$ cat src/rtl/uart_tx_buffered.sv
// uart_tx_buffered
//
// Buffered 8N1 UART transmitter. Bytes written from the controller side are
// queued in a small circular FIFO and serialised on tx as one start bit,
// WORD_SIZE data bits (LSB first) and one stop bit. Queued bytes follow each
// other with no idle gap on the line.
//
// Ports:
//   clk        system clock (single domain)
//   rst        synchronous, active-high reset
//   data       byte to enqueue, captured on the write edge
//   write_data enqueue strobe, sampled each rising edge
//   tx         serial line, registered, idle high
//   busy       high while a frame is on the line
//   empty      FIFO holds no entries
//   full       FIFO holds DEPTH entries
//   tx_done    one-cycle pulse during the final stop-bit cycle
//   overflow   one-cycle pulse the cycle after a write is dropped
//
// state | meaning
// IDLE  | line high, waiting for a queued byte
// START | start bit (tx=0) for CLKS_PER_BIT cycles
// DATA  | WORD_SIZE data bits, LSB first, CLKS_PER_BIT cycles each
// STOP  | stop bit (tx=1); pops the next byte straight into START if queued

module uart_tx_buffered #(
    parameter int CLKS_PER_BIT = 5208,
    parameter int WORD_SIZE    = 8,
    parameter int DEPTH        = 4
) (
    input  logic                 clk,
    input  logic                 rst,
    input  logic [WORD_SIZE-1:0] data,
    input  logic                 write_data,
    output logic                 tx,
    output logic                 busy,
    output logic                 empty,
    output logic                 full,
    output logic                 tx_done,
    output logic                 overflow
);

    localparam int PW = $clog2(DEPTH);
    localparam int CW = PW + 1;
    localparam int BW = (CLKS_PER_BIT > 1) ? $clog2(CLKS_PER_BIT) : 1;
    localparam int NW = $clog2(WORD_SIZE + 1);

    localparam logic [BW-1:0] BAUD_LAST  = BW'(CLKS_PER_BIT - 1);
    localparam logic [BW-1:0] BAUD_PRE   = BW'(CLKS_PER_BIT - 2);
    localparam logic [NW-1:0] BIT_LAST   = NW'(WORD_SIZE - 1);
    localparam logic [CW-1:0] COUNT_FULL = CW'(DEPTH);

    typedef enum logic [1:0] {
        IDLE  = 2'd0,
        START = 2'd1,
        DATA  = 2'd2,
        STOP  = 2'd3
    } state_t;

    state_t               state;
    logic [WORD_SIZE-1:0] mem [DEPTH];
    logic [PW-1:0]        wr_ptr;
    logic [PW-1:0]        rd_ptr;
    logic [CW-1:0]        count;
    logic [WORD_SIZE-1:0] shift;
    logic [WORD_SIZE-1:0] shift_next;
    logic [BW-1:0]        baud;
    logic [NW-1:0]        bit_cnt;
    logic                 baud_end;
    logic                 push;
    logic                 pop;

    assign empty      = (count == '0);
    assign full       = (count == COUNT_FULL);
    assign busy       = (state != IDLE);
    assign baud_end   = (baud == BAUD_LAST);
    assign shift_next = shift >> 1;

    // A write while full is dropped even if a pop frees a slot on the same
    // edge: the decision uses the registered count only.
    assign push = write_data && !full;
    assign pop  = !empty && ((state == IDLE) || ((state == STOP) && baud_end));

    // FIFO storage, pointers and occupancy
    always_ff @(posedge clk) begin
        if (rst) begin
            wr_ptr   <= '0;
            rd_ptr   <= '0;
            count    <= '0;
            overflow <= 1'b0;
        end else begin
            overflow <= write_data && full;
            if (push) begin
                mem[wr_ptr] <= data;
                wr_ptr      <= wr_ptr + PW'(1);
            end
            if (pop) begin
                rd_ptr <= rd_ptr + PW'(1);
            end
            case ({push, pop})
                2'b10:   count <= count + CW'(1);
                2'b01:   count <= count - CW'(1);
                default: count <= count;
            endcase
        end
    end

    // Frame sequencer; tx is registered so it reflects the state being entered
    always_ff @(posedge clk) begin
        if (rst) begin
            state   <= IDLE;
            tx      <= 1'b1;
            tx_done <= 1'b0;
            baud    <= '0;
            bit_cnt <= '0;
            shift   <= '0;
        end else begin
            tx_done <= 1'b0;
            case (state)
                IDLE: begin
                    tx <= 1'b1;
                    if (!empty) begin
                        shift   <= mem[rd_ptr];
                        bit_cnt <= '0;
                        baud    <= '0;
                        tx      <= 1'b0;
                        state   <= START;
                    end
                end
                START: begin
                    if (baud_end) begin
                        baud  <= '0;
                        tx    <= shift[0];
                        state <= DATA;
                    end else begin
                        baud <= baud + BW'(1);
                    end
                end
                DATA: begin
                    if (baud_end) begin
                        baud  <= '0;
                        shift <= shift_next;
                        if (bit_cnt == BIT_LAST) begin
                            tx    <= 1'b1;
                            state <= STOP;
                        end else begin
                            bit_cnt <= bit_cnt + NW'(1);
                            tx      <= shift_next[0];
                        end
                    end else begin
                        baud <= baud + BW'(1);
                    end
                end
                STOP: begin
                    // Raised one edge early so the registered pulse lines up
                    // with the final stop-bit cycle.
                    if (baud == BAUD_PRE) begin
                        tx_done <= 1'b1;
                    end
                    if (baud_end) begin
                        baud <= '0;
                        if (!empty) begin
                            shift   <= mem[rd_ptr];
                            bit_cnt <= '0;
                            tx      <= 1'b0;
                            state   <= START;
                        end else begin
                            tx    <= 1'b1;
                            state <= IDLE;
                        end
                    end else begin
                        baud <= baud + BW'(1);
                    end
                end
                default: begin
                    tx    <= 1'b1;
                    baud  <= '0;
                    state <= IDLE;
                end
            endcase
        end
    end

endmodule
$ cat config.mk
export PLATFORM = sky130hd
export DESIGN_NAME = uart_tx_buffered
export DESIGN_NICKNAME = d
export VERILOG_FILES = /design/src/rtl/uart_tx_buffered.sv
export SDC_FILE = /design/constraint.sdc
export NUM_CORES = 1
export LEC_CHECK = 0
export CORE_ASPECT_RATIO = 0.6
export CORE_MARGIN = 2
export CORE_UTILIZATION = 50
export DETAILED_ROUTE_END_ITERATION = 7
export PLACE_DENSITY = 0.71
export REMOVE_ABC_BUFFERS = 1
export SYNTH_ARGS = -nofsm -noshare
export SYNTH_HDL_FRONTEND = slang
export SYNTH_SLANG_ARGS = --single-unit
$ cat constraint.sdc
create_clock -name clk -period 2.6 [get_ports clk]
set_clock_uncertainty 0.1 [all_clocks]
set_input_delay 0.39 -clock clk [delete_from_list [all_inputs] [get_ports clk]]
set_output_delay 0.39 -clock clk [all_outputs]
set_load 0.05 [all_outputs]
==> key figures, run 1 <==
Die
  – DIE AREA: 7130 µm²
  – Die X: 108 µm
  – Initial Util: 52.3%
  – Row count: 22
  – Die H: 66.2 µm
  – Core ar.: 6170 µm²
  – Num ports: 17

Global routing
  – Antenna violations before repair: 0
  – Grt ovf: 0
  – Vias in the first global route: 2235
  – Largest net degree at the start of global routing: 27
  – Tot GR Track Use: 20.9%
  – First-pass GRT wire length: 11100 µm

Placed design
  – Routability-driven placement congestion ratio: 0.844
  – IO buf count: 16
  – HPWL after DPL: 4690 µm
  – Setup WS pre-CTS: -25.0 ps
  – Placed Cells: 398

Power and ir drop
  – Leakage: 1.55 nW
  – Worst vdd ir: 0.000587 V
  – PwrDens: 1120 nW/µm²

Critical path
  – CP Launch Type: register
  – Crit Reg-Reg Startpoint: baud[4]
  – R2R setup slack: -60 ps
  – Register-to-Register Path Depth: 10
  – Crit Path Max Fanout: 2
  – CP Depth: 10
  – CP required: 2780 ps
  – Crit path top cell by count: a21oi_2
  – Slowest stage delay, CP: 400 ps
  – Worst reg2reg endpoint: count[2]
  – Crit Path Class: register to register
  – CP Capture Point: count[2]
  – CP Capture Type: register
  – Arrival @ worst endpoint: 2840 ps
  – CP Cell Sequence: or3b_4 -> nor4_4 -> a21oi_2 -> nor2_1 -> ha_2 -> inv_2 -> fa_2 -> xor2_1 -> or3_1 -> a21oi_2
  – Buf/Inv on CP: 1
  – Slowest cell on the critical path: or3b_4
  – CP top delay family: simple AND/OR/NAND/NOR gates
  – CP startpoint: baud[4]

STA
  – Max Slew Vio Count: 0
  – F_max: 0.376 GHz
  – Min Tclk post-route: 2660 ps
  – Setup-failing EPs final: 1
  – Unrepaired setup endpoints after global routing: yes
  – Worst slew pin tran: 556 ps
  – WHS: 398 ps
  – Final period util: 102%
  – Slew headroom: 62.9%
  – Hold Vio Cnt, Final: 0
  – Final worst slack: -60.2 ps

Yosys
  – Ys flop type: dfxtp_1
  – Post-synth cell types: 52
  – Yosys reg bits: 71
  – Ys Warns: 0
  – Leading area contributor after synthesis: edfxtp_1
  – Cells after synthesis: 286
  – Synth top area share: 29.8%
  – Syn_area_per_cell: 11.3 µm²
  – Cell Area, Synth: 3220 µm²
  – Number of enable flip-flop cells after synthesis: 32
  – Register area share after synthesis: 54.0%
  – Ranking of synthesized cells by area: edfxtp_1, dfxtp_1, mux4_2
  – Ys async rst share: 0%

CTS
  – H-tree lvl count: 3
  – CTS tree: built
  – CTS Buffer Depth: 2
  – Clk sink count: 71
  – Latest clock arrival within the worst-skew pair: 340 ps
  – Inserted Clock Buffers: 9
  – Clk slew on worst S/H paths: 70 ps
  – Root Buffer: clkbuf_8

Cells and area
  – Fin cells: 420
  – Ant diodes: 0
  – Final Net Count: 357
  – Area grow syn2layout: 23.8%
  – Layout cell share with drive strength beyond 1: 21.1%

Run
  – Max cap viols: 0

Hold path
  – HP Start: tx
  – Hold depth: 2
  – Worst min path class: register to register

Detailed routing
  – Total number of vias: 2335
  – Routed length per instance: 15.9 µm
  – DRT Pass-1 Iters: 4
  – Initial DRC Count: 160
  – Routed Antenna Nets: 0
  – Routed WL: 6680 µm
  – # DRC: 0
  – Mean number of vias per cell: 5.56

Run status
  – Failing checks: setup timing
  – Status: finished, violations left
-- per-layer routing --
| metal | global-route usage, % | wire (µm) |
|---|---|---|
| met4 | 6.89 | 92 |
| met2 | 28.1 | 2740 |
| met5 | 0 | 0 |
| met1 | 31.4 | 3370 |
| met3 | 6.90 | 473 |
-- logic make-up (layout without fill, tap and decap cells) --
family	after synthesis	in the layout	share of synthesized area [%]
and+or+nand+nor	108	108	16.8
DFF	71	71	54.0
AOI/OAI and AO/OA	46	46	10.2
buffers and inverters	23	73	2.91
muxes	16	16	8.11
adders and majority gates	15	15	6.05
xor gates and xnor gates	7	7	1.90
-- cells in the mapped netlist (5+ instances only) --
cell type and n:
a21oi_1 14, a22o_1 5, a31oi_1 7, and2_1 5, and3_1 5, clkbuf_1 7
dfxtp_1 39, edfxtp_1 32, ha_1 14, inv_1 12, mux2i_1 7, mux4_2 8
nand2_1 33, nand3_1 8, nor2_1 27
-- layout make-up --
| cell class | instances | area [µm²] |
|---|---|---|
| clock buffer | 9 | 124 |
| clock inverter | 7 | 145 |
| fill | 506 | 2170 |
| inverter | 13 | 48.8 |
| multi-input combinational | 192 | 1430 |
| sequential | 71 | 1750 |
| tap | 84 | 105 |
| timing repair buffer | 44 | 398 |
-- worst min path at each step --
stage	end	slack, ps
finish	tx	400
global route	rd_ptr[1]	430
global placement	rd_ptr[1]	370
floorplan	register	350
CTS	tx	400
detailed placement	shift[3]	390
-- placed cells by master, fill, tap and decap left out, types with 4 or more instances in the layout --
master / count
a22o_1: 5
mux4_2: 8
buf_4: 26
inv_1: 11
a31oi_1: 7
nor3_1: 4
clkdlybuf4s50_1: 14
and2_1: 5
clkbuf_8: 9
xor2_1: 4
nor2_1: 27
edfxtp_1: 32
bufinv_16: 4
mux2i_1: 7
dfxtp_1: 36
ha_1: 12
a21oi_1: 12
and3_1: 5
nand2b_1: 4
nand2_1: 33
o21ai_0: 4
nand3_1: 8
-- power breakdown --
part / switching (W) / internal [W]
clock network: 0.000412 / 0.000737
logic: 0.00101 / 0.000824
registers: 0.000141 / 0.00134
-- registers in the layout, summed over array words and instances, names as in the netlist, named ones only --
signal    count
bit_cnt       4
overflow      1
baud         13
tx            1
shift         8
state         2
wr_ptr        2
rd_ptr        2
mem          32
tx_done       1
count         3
-- repair_timing --
| action | CTS | global route |
|---|---|---|
| pin swaps | 5 | 3 |
| setup buffers | 5 | 1 |
| setup endpoints to repair | 1 | 3 |
| gates resized for setup | 9 | 5 |
| hold buffers | 0 | 0 |
| hold endpoints to repair | 0 | 0 |
-- through the flow --
stage | area (µm²) | util (%) | total power, W | setup TNS [ps]
floorplan | 3180 | - | 0.00263 | -12720
global placement | 3630 | 58.9 | 0.00315 | 0
detailed placement | 3630 | 58.9 | 0.00320 | -25.0
CTS | 3970 | 64.4 | 0.00442 | 0
global route | 3990 | 64.7 | 0.00474 | -178
finish | 3990 | 64.7 | 0.00446 | -60.2
-- worst min-delay path, delay by kind of cell, from the launching register on --
kind | cells | cell delay (ps)
AO/OA/AOI/OAI | 1 | 80
flip-flops | 1 | 320
AND/OR/NAND/NOR | 1 | 50
(Power assumes the default switching activity.)
==> run 2, diff against run 1 <==
Settings changed: SETUP_SLACK_MARGIN set to 0.3.
==> run 2 against run 1 <==
The run still ends with setup timing left. Critical path type unchanged. Sequential cell count did not move. Critical endpoint unchanged. Sequential power barely moved. Register-to-register slack barely moved. Highest routed layer unchanged. Global-route usage rose by 0.52 points. Fmax rose by 0.53%.
==> key figures, run 2 (synthesis results as in run 1) <==
Power and ir drop
  – PwrDens: 1140 nW/µm²
  – Total chip power: 0.00472 W
  – Worst vdd ir: 0.000620 V
  – Leakage: 1.63 nW

Critical path
  – Arrival @ worst endpoint: 2830 ps
  – CP required: 2780 ps
  – CP Capture Type: register
  – Crit Path Max Fanout: 2
  – CP Launch Type: register
  – R2R setup slack: -50 ps
  – Crit Path Class: register to register

CTS
  – H-tree lvl count: 3
  – CTS tree: built
  – Inserted Clock Buffers: 9
  – Latest clock arrival within the worst-skew pair: 340 ps
  – Clk sink count: 71
  – Clk slew on worst S/H paths: 80 ps
  – CTS Buffer Depth: 2
  – Root Buffer: clkbuf_8

Cells and area
  – Biggest regs: mem x32, baud x13, shift x8
  – Final Net Count: 365
  – Area grow syn2layout: 28.2%
  – Ant diodes: 0
  – Most flop-heavy register: mem
  – Most frequent cells in the layout: dfxtp_1, nand2_1, edfxtp_1, buf_4, nor2_1
  – Layout cell share with drive strength beyond 1: 27.0%
  – Core Util, Final: 67.0%
  – Commonest non-fill, non-tap cell in the layout: dfxtp_1
  – Post-Layout Inst Area: 4130 µm²
  – Max reg flops: 32

Run status
  – Status: finished, violations left
  – Failing checks: setup timing

Hold path
  – Worst min path class: register to register

Global routing
  – Vias in the first global route: 2316
  – First-pass GRT wire length: 11400 µm
  – Antenna violations before repair: 0
  – Grt ovf: 0
  – Routing usage on met2: 29.3%
  – GR Util met3: 7.68%
  – Largest net degree at the start of global routing: 27
  – Tot GR Track Use: 21.5%
  – GRT Max-Usage Layer: met1
  – Grt met1 use: 31.3%

Detailed routing
  – Total number of vias: 2380
  – Routed WL: 7150 µm
  – Routed Antenna Nets: 0
  – DRT Pass-1 Iters: 4
  – Routed length per instance: 16.7 µm
  – # DRC: 0
  – Mean number of vias per cell: 5.56
  – Initial DRC Count: 201

Die
  – Initial Util: 52.3%
  – DIE AREA: 7130 µm²
  – Core ar.: 6170 µm²
  – Die X: 108 µm
  – Row count: 22
  – Die H: 66.2 µm
  – Num ports: 17

STA
  – Min Tclk post-route: 2650 ps
  – Slew headroom: 62.8%
  – Setup TNS: -46.1 ps
  – Unrepaired setup endpoints after global routing: yes
  – Max Slew Vio Count: 0
  – Setup-failing EPs final: 1
  – Worst slew pin tran: 557 ps
  – Final period util: 102%
  – Hold Vio Cnt, Final: 0
  – F_max: 0.378 GHz
  – Final worst slack: -46.1 ps

Placed design
  – IO buf count: 16
  – HPWL after DPL: 4690 µm
  – Routability-driven placement congestion ratio: 0.844
  – Post-Place Cell Area: 3630 µm²

Run
  – Max cap viols: 0
[run 2: cell types whose count changed in the layout (fill, tap and decap cells not counted), sizes merged]
cell           delta
clkinvlp          +1
buf               +8
dlymetal6s2s      +1
clkinv            -1
clkdlybuf4s50     -1
[run 2: where the power goes]
group | leakage, nW | switching, W | internal [W] | total [W]
Clock | 0.130 | 0.000416 | 0.000737 | 0.00115
Sequential | 0.611 | 0.000142 | 0.00134 | 0.00148
Combinational | 0.886 | 0.00110 | 0.000987 | 0.00209
Total | 1.63 | 0.00166 | 0.00306 | 0.00472
[run 2: repair_timing]
action,in CTS,in global routing
hold buffers,0,0
pin swaps,11,7
endpoints found under the setup margin,12,19
resized for setup,17,16
gates cloned,0,0
setup buffers,8,6
[run 2: area by class of cell]
type | count | area [µm²]
Fill cell | 490 | 2030
Timing Repair Buffer | 52 | 477
Sequential cell | 71 | 1750
Inverter | 13 | 52.6
Multi-Input combinational cell | 192 | 1480
Clock buffer | 9 | 124
Tap cell | 84 | 105
Clock inverter | 7 | 145
[run 2: through the flow]
step | worst slack, ps | cells | hold slack, ps
after floorplan | -793 | 276 | 347
after global placement | 4.48 | 398 | 366
after CTS | 12.7 | 422 | 400
after global routing | -169 | 428 | 437
after detailed placement | -25.0 | 398 | 388
final | -46.1 | 428 | 399
[run 2: worst max-delay path: stages (launching register included)]
cell     delay, ps
dfxtp_2        320
or3b_4         410
nor4_4         360
a21oi_2        120
nor2_1         120
ha_2           210
inv_2           40
fa_2           320
xor2_1         150
or3_1          320
a21oi_2        110
[run 2: worst paths after layout]
| path | depth (start not counted) | end | startpoint |
|---|---|---|---|
| setup / recovery | 10 | count[2] | baud[8] |
| hold / removal | 2 | tx | tx |
| setup reg to reg | 10 | count[2] | baud[8] |
| hold reg to reg | 2 | tx | tx |
[run 2: metal layers]
| layer | up-vias | share of wire (%) |
|---|---|---|
| met1 | 1147 | 50 |
| li1 | 1153 | - |
| met3 | 6 | 6.9 |
| met4 | 0 | 0.74 |
| met5 | - | 0 |
| met2 | 74 | 43 |
==> run 3, diff against run 2 <==
Settings changed: CORE_UTILIZATION 50 to 53, GPL_ROUTABILITY_DRIVEN set to 0, PLACE_DENSITY 0.71 to 0.75.
==> run 3 against run 2 <==
The run still ends with setup timing left. Critical endpoint unchanged. Count of clock-buffer cells in the layout increased by 1. Combinational power decreased by 9%. Global-route usage increased by 0.18 points. Critical path depth unchanged. Hold slack got worse by 6.1 ps.
==> key figures, run 3 (synthesis results as in run 1) <==
Cells and area
  – Area of the multi-input gates: 1450 µm²
  – Core Util, Final: 69.0%
  – Post-Layout Inst Area: 3950 µm²
  – Commonest non-fill, non-tap cell in the layout: dfxtp_1
  – Layout cell share with drive strength beyond 1: 22.8%
  – Ant diodes: 0
  – Fin cells: 418
  – Most frequent cells in the layout: dfxtp_1, nand2_1, edfxtp_1
  – Biggest regs: mem x32, baud x13, shift x8
  – Number of fill cells: 443
  – Final Net Count: 359
  – Most flop-heavy register: mem
  – Area grow syn2layout: 22.6%
  – Max reg flops: 32
  – Reg area: 1750 µm²

Power and ir drop
  – Worst vdd ir: 0.000636 V
  – Total chip power: 0.00424 W
  – PwrDens: 1070 nW/µm²
  – Leakage: 1.54 nW

Critical path
  – Crit Path Class: register to register
  – R2R setup slack: -60 ps
  – CP startpoint: baud[8]
  – CP Capture Point: count[2]
  – Arrival @ worst endpoint: 2850 ps
  – CP required: 2790 ps
  – Crit Reg-Reg Startpoint: baud[8]
  – CP Launch Type: register
  – CP Capture Type: register
  – Worst reg2reg endpoint: count[2]
  – Crit Path Max Fanout: 2
  – Register-to-Register Path Depth: 10

Die
  – Num ports: 17
  – Die H: 64.4 µm
  – Initial Util: 56.3%
  – Core ar.: 5730 µm²
  – DIE AREA: 6740 µm²
  – Row count: 21
  – Die X: 105 µm

Global routing
  – Tot GR Track Use: 21.6%
  – Grt ovf: 0
  – Vias in the first global route: 2210
  – Antenna violations before repair: 0
  – Largest net degree at the start of global routing: 25
  – First-pass GRT wire length: 11100 µm

STA
  – Worst slew pin tran: 524 ps
  – Final worst slack: -55.3 ps
  – Final period util: 102%
  – Max Slew Vio Count: 0
  – F_max: 0.377 GHz
  – Unrepaired setup endpoints after global routing: yes
  – Hold Vio Cnt, Final: 0
  – Setup-failing EPs final: 4
  – Min Tclk post-route: 2660 ps
  – Slew headroom: 65.0%

CTS
  – Hold_buf cts: 0
  – Root Buffer: clkbuf_8
  – CTS tree: built
  – Inserted Clock Buffers: 9
  – H-tree lvl count: 3
  – Clk sink count: 71
  – Clk slew on worst S/H paths: 80 ps
  – Latest clock arrival within the worst-skew pair: 350 ps
  – CTS Buffer Depth: 2

Detailed routing
  – Routed length per instance: 16.0 µm
  – Initial DRC Count: 99
  – Total number of vias: 2324
  – Mean number of vias per cell: 5.56
  – Routed Antenna Nets: 0
  – DRT Pass-1 Iters: 4
  – Routed WL: 6680 µm
  – # DRC: 0

Placed design
  – Placed Cells: 393
  – Setup WS pre-CTS: -89.3 ps
  – IO buf count: 16
  – HPWL after DPL: 4630 µm
  – Post-Place Cell Area: 3600 µm²

Run status
  – Failing checks: setup timing
  – Status: finished, violations left

Run
  – Max cap viols: 0

Hold path
  – Worst min path class: register to register
-- run 3: changes by cell type in the layout (fill, tap and decap cells not counted), moves of 3 or more --
cell / change
a21oi_2: -3
a21oi_1: +3
bufinv_16: -3
buf_4: -7
buf_6: +3
-- run 3: worst max-delay path: stages (launching register included) --
cell     delay [ps]
dfxtp_1         320
or3b_4          410
nor4_4          330
a21oi_2         120
nor2_1          120
ha_2            200
inv_2            40
fa_2            330
xor2_1          160
or3_1           320
a21oi_1         140
-- run 3: cell type report --
| class | count | area share, % |
|---|---|---|
| Clock buffer | 10 | 3.23 |
| Clock inverter | 6 | 1.55 |
| Inverter | 13 | 1.33 |
| Multi-Input combinational cell | 192 | 36.7 |
| Sequential cell | 71 | 44.2 |
| Tap cell | 80 | 2.53 |
| Timing Repair Buffer | 46 | 10.5 |
-- run 3: how the worst min path moves through the flow --
stage / from / to / depth (start not counted)
2_1_floorplan: rd_ptr[1] / register / 2
3_3_place_gp: tx / tx / 2
3_5_place_dp: wr_ptr[1] / wr_ptr[1] / 2
4_1_cts: wr_ptr[1] / wr_ptr[1] / 2
5_1_grt: wr_ptr[1] / wr_ptr[1] / 2
6_report: tx / tx / 2
-- run 3: power by group --
group	internal, W	switching (W)
clock network	0.000440	0.000412
logic	0.000873	0.00104
registers	0.00134	0.000136
-- run 3: metrics by stage --
stage	hold WS, ps	TNS, ps
finish	393	-138
global route	432	-777
CTS	398	-21.6
detailed placement	388	-89.3
global placement	368	0
floorplan	347	-12720
-- run 3: layer usage --
metal / track usage [%] / vias to the layer above / part of all wire [%]
met5: 0 / - / 0
met4: 7.00 / 0 / 1.3
met3: 6.54 / 10 / 7.1
met2: 31.0 / 61 / 41
met1: 31.6 / 1118 / 51
li1: - / 1135 / -
-- run 3: what timing repair did --
item                       in CTS  in global routing
resized for setup              13                 15
setup endpoints to repair      13                 16
pin swaps                       5                  8
buffers inserted                6                  3
